[src/rtl/rvfi_commit_ctrl.sv]
// RVFI capture-array sequencer: in-order allocation, round-robin writeback
// arbitration onto the single write port, and in-order retirement with order stamps.
module rvfi_commit_ctrl #(
    parameter  int unsigned ARR_DEPTH = 16,
    parameter  int unsigned N_WB      = 3,
    localparam int unsigned IDX_W     = $clog2(ARR_DEPTH)
) (
    input  logic                    clk,
    input  logic                    rst,
    input  logic                    alloc_valid,
    output logic                    alloc_ready,
    output logic [IDX_W-1:0]        alloc_idx,
    input  logic [N_WB-1:0]         wb_req,
    input  logic [N_WB*IDX_W-1:0]   wb_idx,
    output logic [N_WB-1:0]         wb_gnt,
    output logic                    arr_we,
    output logic [IDX_W-1:0]        arr_idx_in,
    output logic                    arr_read_enable,
    output logic [IDX_W-1:0]        arr_idx_out,
    input  logic                    commit_stall,
    input  logic                    flush,
    output logic                    commit_valid,
    output logic [63:0]             commit_order,
    output logic [IDX_W:0]          count
);

    localparam int unsigned CNT_W = IDX_W + 1;
    localparam int unsigned RR_W  = (N_WB > 1) ? $clog2(N_WB) : 1;

    logic [IDX_W-1:0]     head_q, head_d;
    logic [IDX_W-1:0]     tail_q, tail_d;
    logic [CNT_W-1:0]     count_q, count_d;
    logic [ARR_DEPTH-1:0] alloc_bit_q, alloc_bit_d;
    logic [ARR_DEPTH-1:0] done_bit_q, done_bit_d;
    logic [63:0]          order_q, order_d;
    logic [RR_W-1:0]      rr_ptr_q, rr_ptr_d;

    logic                 gnt_found;
    logic [RR_W-1:0]      gnt_off;
    logic [RR_W:0]        gnt_sum;
    logic [RR_W-1:0]      gnt_unit;
    logic [N_WB-1:0]      req_rot;
    logic                 alloc_hs;
    logic                 fire;

    // Round-robin: rotate requests so rr_ptr sits at bit 0, take the first set bit.
    always_comb begin
        req_rot   = N_WB'({wb_req, wb_req} >> rr_ptr_q);
        gnt_found = 1'b0;
        gnt_off   = '0;
        for (int i = 0; i < N_WB; i++) begin
            if (!gnt_found && req_rot[i]) begin
                gnt_found = 1'b1;
                gnt_off   = RR_W'(i);
            end
        end
        if (flush) begin
            gnt_found = 1'b0;
        end
        gnt_sum = {1'b0, rr_ptr_q} + {1'b0, gnt_off};
        if (gnt_sum >= (RR_W+1)'(N_WB)) begin
            gnt_sum = gnt_sum - (RR_W+1)'(N_WB);
        end
        gnt_unit   = RR_W'(gnt_sum);
        wb_gnt     = '0;
        arr_idx_in = '0;
        for (int k = 0; k < N_WB; k++) begin
            if (gnt_found && gnt_unit == RR_W'(k)) begin
                wb_gnt[k]  = 1'b1;
                arr_idx_in = wb_idx[k*IDX_W +: IDX_W];
            end
        end
        arr_we = gnt_found;
    end

    // Allocation and commit decisions; readiness looks only at registered count.
    always_comb begin
        alloc_ready     = (count_q != CNT_W'(ARR_DEPTH)) && !flush;
        alloc_hs        = alloc_valid && alloc_ready;
        fire            = (count_q != '0) && done_bit_q[head_q] && !commit_stall && !flush;
        alloc_idx       = tail_q;
        arr_idx_out     = head_q;
        arr_read_enable = fire;
        commit_valid    = fire;
        commit_order    = order_q;
        count           = count_q;
    end

    // Next-state: writeback completion, then retirement, then allocation.
    always_comb begin
        head_d      = head_q;
        tail_d      = tail_q;
        count_d     = count_q;
        alloc_bit_d = alloc_bit_q;
        done_bit_d  = done_bit_q;
        order_d     = order_q;
        rr_ptr_d    = rr_ptr_q;
        if (gnt_found) begin
            rr_ptr_d = (gnt_unit == RR_W'(N_WB - 1)) ? '0 : gnt_unit + RR_W'(1);
        end
        if (flush) begin
            head_d      = '0;
            tail_d      = '0;
            count_d     = '0;
            alloc_bit_d = '0;
            done_bit_d  = '0;
        end else begin
            // A stale writer still owns the write port but cannot complete a free entry.
            if (arr_we && alloc_bit_q[arr_idx_in]) begin
                done_bit_d[arr_idx_in] = 1'b1;
            end
            if (fire) begin
                alloc_bit_d[head_q] = 1'b0;
                done_bit_d[head_q]  = 1'b0;
                head_d              = head_q + IDX_W'(1);
                order_d             = order_q + 64'd1;
            end
            if (alloc_hs) begin
                alloc_bit_d[tail_q] = 1'b1;
                done_bit_d[tail_q]  = 1'b0;
                tail_d              = tail_q + IDX_W'(1);
            end
            count_d = count_q + CNT_W'(alloc_hs) - CNT_W'(fire);
        end
    end

    always_ff @(posedge clk) begin
        if (rst) begin
            head_q      <= '0;
            tail_q      <= '0;
            count_q     <= '0;
            alloc_bit_q <= '0;
            done_bit_q  <= '0;
            order_q     <= '0;
            rr_ptr_q    <= '0;
        end else begin
            head_q      <= head_d;
            tail_q      <= tail_d;
            count_q     <= count_d;
            alloc_bit_q <= alloc_bit_d;
            done_bit_q  <= done_bit_d;
            order_q     <= order_d;
            rr_ptr_q    <= rr_ptr_d;
        end
    end

endmodule

[config.mk]
export PLATFORM = sky130hd
export DESIGN_NAME = rvfi_commit_ctrl
export DESIGN_NICKNAME = d
export VERILOG_FILES = /design/src/rtl/rvfi_commit_ctrl.sv
export SDC_FILE = /design/constraint.sdc
export NUM_CORES = 1
export LEC_CHECK = 0
export CORE_AREA = 2 2 120 110
export CTS_BUF_LIST = sky130_fd_sc_hd__clkbuf_4 sky130_fd_sc_hd__clkbuf_8
export CTS_CLUSTER_DIAMETER = 50
export DETAILED_ROUTE_END_ITERATION = 8
export DIE_AREA = 0 0 122 112
export PLACE_DENSITY = 0.81
export SETUP_SLACK_MARGIN = 0.15
export SLEW_MARGIN = 20
export SYNTH_ARGS = -nofsm -noshare
export SYNTH_HDL_FRONTEND = slang
export SYNTH_SLANG_ARGS = --single-unit
[constraint.sdc]
create_clock -name clk -period 7.05 [get_ports clk]
set_input_delay 2.115 -clock clk [delete_from_list [all_inputs] [get_ports clk]]
set_output_delay 2.115 -clock clk [all_outputs]
set_load 0.005 [all_outputs]
# Word level (Yosys, flattened, before mapping)
# Cells that the tools add are included.
[totals] reg_bits=111 input_bits=20 out_inout_bits=88 word_cells=88
[op_classes] addsub=8 n_lt_le_gt_ge=7 eq_ne=3 n_shift=1 n_mux=32 bitwise_logic=8 n_reduce_logical=22
[ops] operator="$mux W16" n=8
[ops] operator="$add A64 B1 Y64 const B" n=1
[ops] operator="$and A16 B16 Y16" n=3
[ops] operator="$not A16 Y16" n=2
[ops] operator="$or A16 B16 Y16" n=2
[ops] operator="$lt A4 B5 Y1 const B" n=3
[ops] operator="$logic_and A1 B1 Y1" n=14
[ops] operator="$mux W1" n=13
[ops] operator="$demux W1 S4" n=3
[ops] operator="$ge A4 B1 Y1 const B" n=3
[ops] operator="$mux W4" n=3
[ops] operator="$add A4 B1 Y4 const B" n=2
[ops] operator="$bmux W1 S4" n=2
[ops] operator="$mux W2" n=3
[ops] operator="$shr A6 B2 Y3" n=1
[ops] operator="$add A5 B1 Y5" n=1
[ops] operator="$ne A5 B5 Y1 const B" n=1
[ops] operator="$reduce_bool A5 Y1" n=1
[ops] operator="$sub A5 B1 Y5" n=1
[ops] operator="$logic_not A1 Y1" n=4
[ops] operator="$add A2 B2 Y3" n=1
[ops] operator="$ge A3 B2 Y1 const B" n=1
[ops] operator="$add A2 B1 Y2 const B" n=1
[ops] operator="$eq A2 B1 Y1 const B" n=1
[ops] operator="6 further kinds" n=6

# Logic depth before layout (Yosys ltp)
# Gate-level depths: netlist of run 1.
[depth] depth_word=28 ltp_mapped=19 depth_no_buf=17

# Worst setup path before layout of run 1
# No wires, ideal clock.
[synth_timing] kind="in2out" start="input port wb_req[2]" end="output port arr_idx_in[1]" arrival_time_ps=5159 required_ps=4935 setup_slack_ps=-224 path_stages=12 n_path_buf=0 cell_sequence="nand2b_1 > o21ai_0 > a32oi_1 > o22a_1 > fa_1 > inv_1 > ha_1 > nor2b_1 > mux2i_1 > mux2i_1 > a2bb2oi_2 > clkinv_1"
[synth_between] elab_chain_cells=16 word_cells_on_any_way=24 cone_classes="add/sub: 2; order compare: 1; eq/ne: 2; shift: 1; mux: 10; reduce/logical: 8"
[synth_lines] item="from (decl)" line="13" source="input logic [N_WB-1:0] wb_req,"
[synth_lines] item="$shr A6 B2 Y3 (*)" line="48" source="req_rot = N_WB'({wb_req, wb_req} >> rr_ptr_q);"
[synth_lines] item="$mux W1" line="52" source="if (!gnt_found && req_rot[i]) begin"
[synth_lines] item="$logic_not A1 Y1" line="52"
[synth_lines] item="$logic_and A1 B1 Y1" line="52"
[synth_lines] item="$mux W1" line="52"
[synth_lines] item="$logic_not A1 Y1" line="52"
[synth_lines] item="$logic_and A1 B1 Y1" line="52"
[synth_lines] item="$mux W2" line="52"
[synth_lines] item="$add A2 B2 Y3" line="60" source="gnt_sum = {1'b0, rr_ptr_q} + {1'b0, gnt_off};"
[synth_lines] item="$ge A3 B2 Y1 / $sub A2 B2 Y2 (equally long branches)" line="61, 62"
[synth_lines] item="$mux W2" line="61" source="if (gnt_sum >= (RR_W+1)'(N_WB)) begin"
[synth_lines] item="$logic_not A2 Y1" line="68" source="if (gnt_found && gnt_unit == RR_W'(k)) begin"
[synth_lines] item="$logic_and A1 B1 Y1" line="68"
[synth_lines] item="$mux W4 (2 in series)" line="68"
[synth_lines] item="$mux W4 (*)" line="68"
[synth_lines] item="to (decl)" line="17" source="output logic [IDX_W-1:0] arr_idx_in,"
# Mark *: on every way between the ends. The rest lies on a longest branch, timed or not.

# Worst setup path after layout of run 1
[layout_timing] start="input port wb_req[1]" end="output port arr_idx_in[0]"
# Same word-level chain as after synthesis.

==> results of run 1 <==
-- cell families after synthesis --
kind of cell | Yosys count | synth area share [%]
compound gates | 144 | 14.52
xor+xnor | 43 | 6.165
fa+ha+maj | 19 | 4.138
buf+inv | 69 | 5.264
flops | 111 | 36.38
mux | 12 | 2.642
simple gates | 364 | 30.89
-- layout make-up --
class,instances,area share [%]
inverter,30,1.433
tap,164,2.527
sequential,111,27.37
clock buffer,9,1.526
multi-input combinational,582,45.43
clock inverter,7,1.310
timing repair buffer,173,20.40
-- tightest hold or removal path, cell delays in order, from the launching register on --
cell	delay (ps)
dfxtp_1	330
nand2_1	50
o21ai_1	50
-- synth_stat cells (18+ instances only) --
cell type	count	area share [%]
nand2_1	81	5.0
xor2_1	21	3.0
and3_1	24	2.5
nor4_1	19	1.9
xnor2_1	22	3.2
clkbuf_1	18	1.1
a21oi_1	51	4.2
nand4_1	36	3.7
inv_1	26	1.6
nor2_1	81	5.0
o21ai_0	44	3.6
nand3_1	43	3.5
dfxtp_1	111	36
-- final timing paths --
check / slack, ps / cells past startpoint / endpoint
min: 460 / 2 / done_bit_q[15]$_SDFF_PP0_
max reg2reg: 1370 / 38 / done_bit_q[14]$_SDFF_PP0_
max: -50 / 18 / arr_idx_in[0]
min reg2reg: 460 / 2 / done_bit_q[15]$_SDFF_PP0_
-- registers in the layout, summed over array words and instances (netlist names) --
name,flops
commit_order,64
alloc_bit_q,16
done_bit_q,16
count,5
alloc_idx,4
arr_idx_out,4
rr_ptr_q,2
-- layer usage --
layer / share of wire (%) / wire (microns) / vias to the layer above / track usage (%)
met5: 0 / 0 / - / 0
met4: 2.4 / 425 / 0 / 7.969
met3: 6.6 / 1151 / 41 / 5.635
met2: 46 / 7965 / 239 / 38.29
met1: 45 / 7917 / 2994 / 34.41
li1: - / - / 3024 / -
-- metrics by stage --
stage,setup TNS (ps),hold WS [ps],util [%]
finish,-50.75,457.3,65.25
global route,-526.6,490.7,65.25
CTS,0,467.1,63.82
detailed placement,-3850,444.0,59.68
global placement,-3271,437.8,59.68
floorplan,0,419.6,-
-- report_power, final --
part	internal [W]	switching, W
Sequential	0.000633	0.0000137
Combinational	0.000698	0.000532
Clock	0.000205	0.000233
-- timing repair --
action,4_1_cts,5_1_grt
setup endpoints to repair,7,15
setup buffers,32,6
resized for setup,52,42
hold buffers,0,0
pin swaps,9,16
==> impl_metrics.toml, run 1 <==
[synthesis]
syn-num-nets = 801
synth_area_sq_um = 6108
seq_area_frac_synth_pct = 36.38
ys_async_sr_fraction_pct = 0
synth_cells = 762
syn_avg_cell_area_sq_um = 8.016
synth_ff_type = "dfxtp_1"
ys_types = 65
synth_seq_cells = 111
synth_edf_count = 0
yosys_warnings = 0

[die]
dieHeight_microns = 112
rows = 39
initial_core_util_pct = 49.09
fp.coreArea_sq_um = 12440
die-area_sq_um = 13660
io_pins = 108
die_x_microns = 122

[sta]
final-hold-violation-count = 0
worstMarginPinSlew_ps = 890.1
final_max_slew_viol_count = 0
setup_slack_ps = -50.75
finalCriticalPeriod_ps = 7101
timing.final.crit_share_pct = 100.7
rsz0062_at_grt = "true"
maxSlewHeadroom_pct = 40.11
final-setup-viol-count = 1
fmaxAchievable_mhz = 140.8
fin_skew_ps = 14.01

[cts]
cts.sinks = 111
clk_pin_slew_ps = 110
numCtsBuffers = 9
cts_tree = "built"
htreeDepth = 3
clk_latency_ps = 390
root_buffer = "clkbuf_8"
ctsLongestPathBuffers = 2

[cells_and_area]
layout-drive-gt1-share_pct = 15.13
syn_to_final_growth_pct = 32.92
final_nets = 946
insertedDiodeCount = 0
num-fill-cells = 1038
multi_input_area_sq_um = 3689
final_cell_area_sq_um = 8119
seq_area_sq_um = 2222
finalNonFillerCells = 1076
final_common_cell = "dfxtp_1"
final_cell_mix = "111 x dfxtp_1, 97 x clkdlybuf4s50_1, 80 x nand2_1"

[detailed_routing]
vias = 6298
drtPass1Iterations = 6
viasPerCell = 5.853
drt-initial-drc-count = 519
totalWireLength_microns = 17460
drc_errors = 0
final_antenna_net_count = 0
wl_per_cell_microns = 16.23

[placed_design]
placed_cells = 1022
pre_cts_ws_ps = -708.5
dp_hpwl_microns = 11400
gp_congestion = 0.8807
portBuffers = 107
dpl-instance-area_sq_um = 7426

[min_path]
min_from = "done_bit_q[15]$_SDFF_PP0_"
hold_class = "reg -> reg"

[pwr]
p_per_area_nw_per_um2 = 285.2
vdd_drop_max_mv = 0.2462
power_w = 0.002315
leakagePower_nw = 2.811

[grt]
antenna_found_initial = 0
grt_max_degree = 72
grt_overflow_total = 0
grt_usage_pct = 24.82
grt_pass1_vias = 5652
grt_pass1_wl_microns = 27570

[worst_setup_path]
endpoint_kind = "output pin"
crit_top_cell = "buf_6"
critical_path.max_stage_delay_ps = 520
crit_start = "wb_req[1]"
r2r_start = "rr_ptr_q[1]$_SDFFE_PP0P_"
critPathLaunchType = "primary input"
path_class = "in -> out"
crit_buf_inv = 8
cpMaxStageDelayCell = "fa_1"
crit_family = "adder cells"
cp.arrival_ps = 4990
worstPathRequired_ps = 4930
path_cells = "buf_6 > buf_6 > nor2_4 > a22oi_2 > a21oi_2 > ha_2 > inv_2 > fa_1 > inv_2 > ha_4 > nor2b_4 > mux2i_4 > buf_12 > buf_6 > mux2i_2 > o22a_1 > clkinv_2 > buf_6"
path_max_fanout = 3

[status]
outcome = "finished, violations left"
violations = "setup timing"

[run]
drv_cap = 0
No activity file was read; power rests on OpenSTA's default activity.
==> inputs of run 2 (changes only) <==
CAP_MARGIN = 20   (was unset)
==> results of run 2 <==
The final DEF is identical to that of run 1; final timing and power are the same.
==> RTL change 1 (config.mk and constraints of run 1) <==
Change the parameter `N_WB` from 3 to 6.
--- a/src/rtl/rvfi_commit_ctrl.sv
+++ b/src/rtl/rvfi_commit_ctrl.sv
@@ -3,5 +3,5 @@
 module rvfi_commit_ctrl #(
     parameter  int unsigned ARR_DEPTH = 16,
-    parameter  int unsigned N_WB      = 3,
+    parameter  int unsigned N_WB      = 6,
     localparam int unsigned IDX_W     = $clog2(ARR_DEPTH)
 ) (
Interface: changed (resized wb_gnt, wb_idx and wb_req); port bits go from 108 to 126. No check against the original RTL was run, so the function may have changed too.
==> RTL change 1 against run 1 <==
- largest cell class unchanged
- critical path type unchanged
- routed wire length increased by 6.4%
- critical endpoint is now arr_idx_in[2]
- the run still ends with negative setup slack left
- power grew 47%
- clock skew is 0.0023 ns lower
- sequential cell count increased by 1
- cell count up 7.3%
- synthesized area grew 7.7%
- sequential share of layout area fell by 2.9 points
- utilization up 8.3 points
- design area is 13% higher
- setup slack got worse by 1.1 ns
- sequential power increased by 3%
==> RTL change 1: results (changes against run 1) <==
Status
  – Status: finished with violations
  – Failing checks: negative setup slack

Logic synthesis
  – Syn Nets: 858 (+7.1%)
  – Adder-Cell Fraction of Synth Area: 4.22% (+0.084 points)
  – Count of cell types in the netlist: 79 (+22%)
  – Synth Area in Compound Gates: 14.8% (+0.25 points)
  – Mux share of post-synthesis cell area: 5.00% (+2.4 points)
  – Synth area leaders: dfxtp_1, nor2_1, xnor2_1, xor2_1, ha_1
  – Mean post-synth cell area: 8.20 sq um (+2.3%)
  – Synth Area in XOR/XNOR: 9.19% (+3.0 points)
  – Synth Warn #: 0 (unchanged)
  – Seq/Total Area, Yosys: 34.1% (-2.3 points)

Worst setup path
  – Crit path max fanout: 4 (+1)

STA
  – Setup TNS: -8.43 ns (-8.38 ns)
  – Worst Skew: 0.0117 ns (-0.00229 ns)
  – Final setup viols: 10 (+9)
  – Max_slew headroom: 31.7% (-8.4 points)
  – Final WS setup: -1.10 ns (-1.05 ns)

Pwr
  – Leak: 3.24 nW (+15%)
  – Pwr dens: 372 mW/mm^2 (+31%)

Placement
  – Pre-CTS setup slack: -1.76 ns (-1.05 ns)
  – Placed cells: 1,111 (+8.7%)
  – GPL Wtd Cong: 0.885 (+0.45%)
  – Hpwl dp: 12,600 um (+11%)
  – Area after DPL: 0.00850 sq mm (+14%)
  – Buffers added on ports: 125 (+17%)

Detailed routing
  – DR vias/cell: 5.76 (-1.6%)
  – DR pass1 iterations: 7 (+1)
  – Wirelength per Cell: 16.1 um (-0.88%)
  – WL final: 18,600 um (+6.4%)

Clock tree
  – Post-CTS Resized: 90 (+73%)
  – CTS buffer count: 9 (unchanged)

Final layout
  – Share of post-route cells with drive strength above 1: 20.1% (+4.9 points)
  – Filler cells: 903 (-13%)
  – Nets@finish: 1,042 (+10%)

GRT
  – First-pass GRT wire length: 30,200 um (+9.5%)
  – Total Routing Usage GR: 27.0% (+2.2 points)
  – Number of global-route vias before repair: 6,192 (+9.6%)
  – Largest net degree at the start of global routing: 70 (-2.8%)
## RTL change 1: worst paths after layout
check / start / slack [ns] / to / cells past startpoint
max reg2reg: rr_ptr_q[1]$_SDFFE_PP0P_ / 1.49 / done_bit_q[14]$_SDFF_PP0_ / 22
max: wb_req[4] / -1.10 / arr_idx_in[2] / 21
min: alloc_bit_q[11]$_SDFF_PP0_ / 0.46 / done_bit_q[11]$_SDFF_PP0_ / 2
min reg2reg: alloc_bit_q[11]$_SDFF_PP0_ / 0.46 / done_bit_q[11]$_SDFF_PP0_ / 2
## RTL change 1: routing by layer
metal | global-route usage (%) | share of wire [%] | up-vias
met5 | 0 | 0 | -
li1 | - | - | 3219
met4 | 5.44 | 1.3 | 0
met3 | 5.53 | 6.2 | 27
met1 | 38.0 | 45 | 3158
met2 | 43.0 | 47 | 245
## RTL change 1: critical path, cell delays in order
cell and delay, ns:
buf_8 0.10, mux2i_4 0.18, nor3b_4 0.07, a31oi_4 0.22, a211oi_1 0.14, a311oi_2 0.23
o32ai_2 0.13, ha_2 0.23, fa_2 0.64, buf_6 0.13, inv_4 0.03, or4_4 0.53
o21ai_4 0.09, inv_2 0.07, ha_4 0.19, buf_6 0.12, or2_4 0.26, a2111oi_4 0.28
o21ai_2 0.12, inv_1 0.06, buf_2 0.10
## RTL change 1: cell type report
| cell class | count | area share (%) |
|---|---|---|
| tap | 164 | 2.24 |
| inverter | 39 | 1.68 |
| multi-input combinational | 603 | 47.3 |
| timing repair buffer | 221 | 22.0 |
| sequential | 112 | 24.5 |
| clock inverter | 4 | 0.643 |
| clock buffer | 12 | 1.67 |
## RTL change 1: report_power, final
group	switching, mW	internal (mW)	leakage, nW
sequential	0.0252	0.642	0.903
clock	0.226	0.188	0.110
combinational	1.10	1.23	2.23
==> RTL change 2 (settings of run 1) <==
Without the edit above. Register the output `count`, with the module's reset; this adds one clock of latency there. The other outputs are not delayed to match. Comments in the files are not updated.
--- a/src/rtl/rvfi_commit_ctrl.sv
+++ b/src/rtl/rvfi_commit_ctrl.sv
@@ -27,4 +27,6 @@
     localparam int unsigned CNT_W = IDX_W + 1;
     localparam int unsigned RR_W  = (N_WB > 1) ? $clog2(N_WB) : 1;
+
+    logic [IDX_W:0] count_c;
 
     logic [IDX_W-1:0]     head_q, head_d;
@@ -84,5 +86,5 @@
         commit_valid    = fire;
         commit_order    = order_q;
-        count           = count_q;
+        count_c         = count_q;
     end
 
@@ -145,4 +147,12 @@
     end
 
+    always_ff @(posedge clk) begin
+        if (rst) begin
+            count <= '0;
+        end else begin
+            count <= count_c;
+        end
+    end
+
 endmodule
 
Formal check against the unedited RTL: not equivalent (Yosys sat finds a counterexample within 4 cycles, from zero or initial values and one cycle with rst high).
==> RTL change 2 against run 1 <==
- routed wire length increased by 1.8%
- power increased by 6.8%
- setup slack improved by 0.16 ns
- critical path depth decreased by 1
- synthesized area increased by 0.41%
- design area increased by 0.37%
- sequential power increased by 3.9%
- via count decreased by 2.5%
- cell count decreased by 3.3%
- largest cell class unchanged
- sequential cell count increased by 5
- sequential share of layout area increased by 1.1 points
==> RTL change 2: results (changes against run 1) <==
Final layout
  – Filler cells: 1,008 (-2.9%)
  – Nets@finish: 903 (-4.5%)

STA
  – Worst Skew: 0.0127 ns (-0.00129 ns)
  – Max_slew headroom: 41.4% (+1.3 points)

Detailed routing
  – Met3 routed WL: 1280 um (+11%)
  – Wire length on met2: 8160 um (+2.4%)
  – Vias: 6,141 (-2.5%)
  – M1 WL: 7890 um (-0.29%)
  – DR pass1 iterations: 5 (-1)

Logic synthesis
  – Syn Nets: 769 (-4.0%)
  – Mux share of post-synthesis cell area: 3.57% (+0.93 points)
  – Seq/Total Area, Yosys: 37.9% (+1.5 points)
  – Mean post-synth cell area: 8.40 sq um (+4.8%)
  – Synth Area in XOR/XNOR: 8.28% (+2.1 points)
  – Synth Area in Compound Gates: 15.7% (+1.2 points)

Status
  – Status: complete, no violations

GRT
  – M1 GR Usage: 36.2% (+1.8 points)
  – GRT met3 Usage: 6.15% (+0.51 points)
  – GRT met2 Usage: 40.6% (+2.3 points)
  – Total Routing Usage GR: 26.4% (+1.5 points)
  – Largest net degree at the start of global routing: 75 (+4.2%)

Pwr
  – P_seq: 672 uW (+3.9%)

Worst setup path
  – Crit path max fanout: 5 (+2)
  – Critical Path AT: 4.82 ns (-0.17 ns)

Placement
  – Hpwl dp: 12,100 um (+6.4%)

Clock tree
  – CTS H-Tree Depth: 4 (+1)
  – Clock transition at path regs: 0.07 ns (-0.04 ns)
[RTL change 2: final cells by class]
class | instances | area (sq um) | share of cell area (%)
tap | 164 | 205 | 2.52
inverter | 32 | 123 | 1.50
clock buffer | 23 | 304 | 3.73
timing repair buffer | 154 | 1400 | 17.2
sequential | 116 | 2320 | 28.5
multi-input combinational | 543 | 3620 | 44.5
clock inverter | 8 | 171 | 2.10
[RTL change 2: path summary, 6_finish.rpt]
path / depth (start not counted) / start / slack [ns] / to
setup / recovery: 17 / wb_req[2] / 0.11 / arr_idx_in[1]
hold / removal: 2 / alloc_bit_q[7]$_SDFF_PP0_ / 0.46 / alloc_bit_q[7]$_SDFF_PP0_
setup reg to reg: 19 / rr_ptr_q[1]$_SDFFE_PP0P_ / 2.81 / done_bit_q[3]$_SDFF_PP0_
hold reg to reg: 2 / alloc_bit_q[7]$_SDFF_PP0_ / 0.46 / alloc_bit_q[7]$_SDFF_PP0_
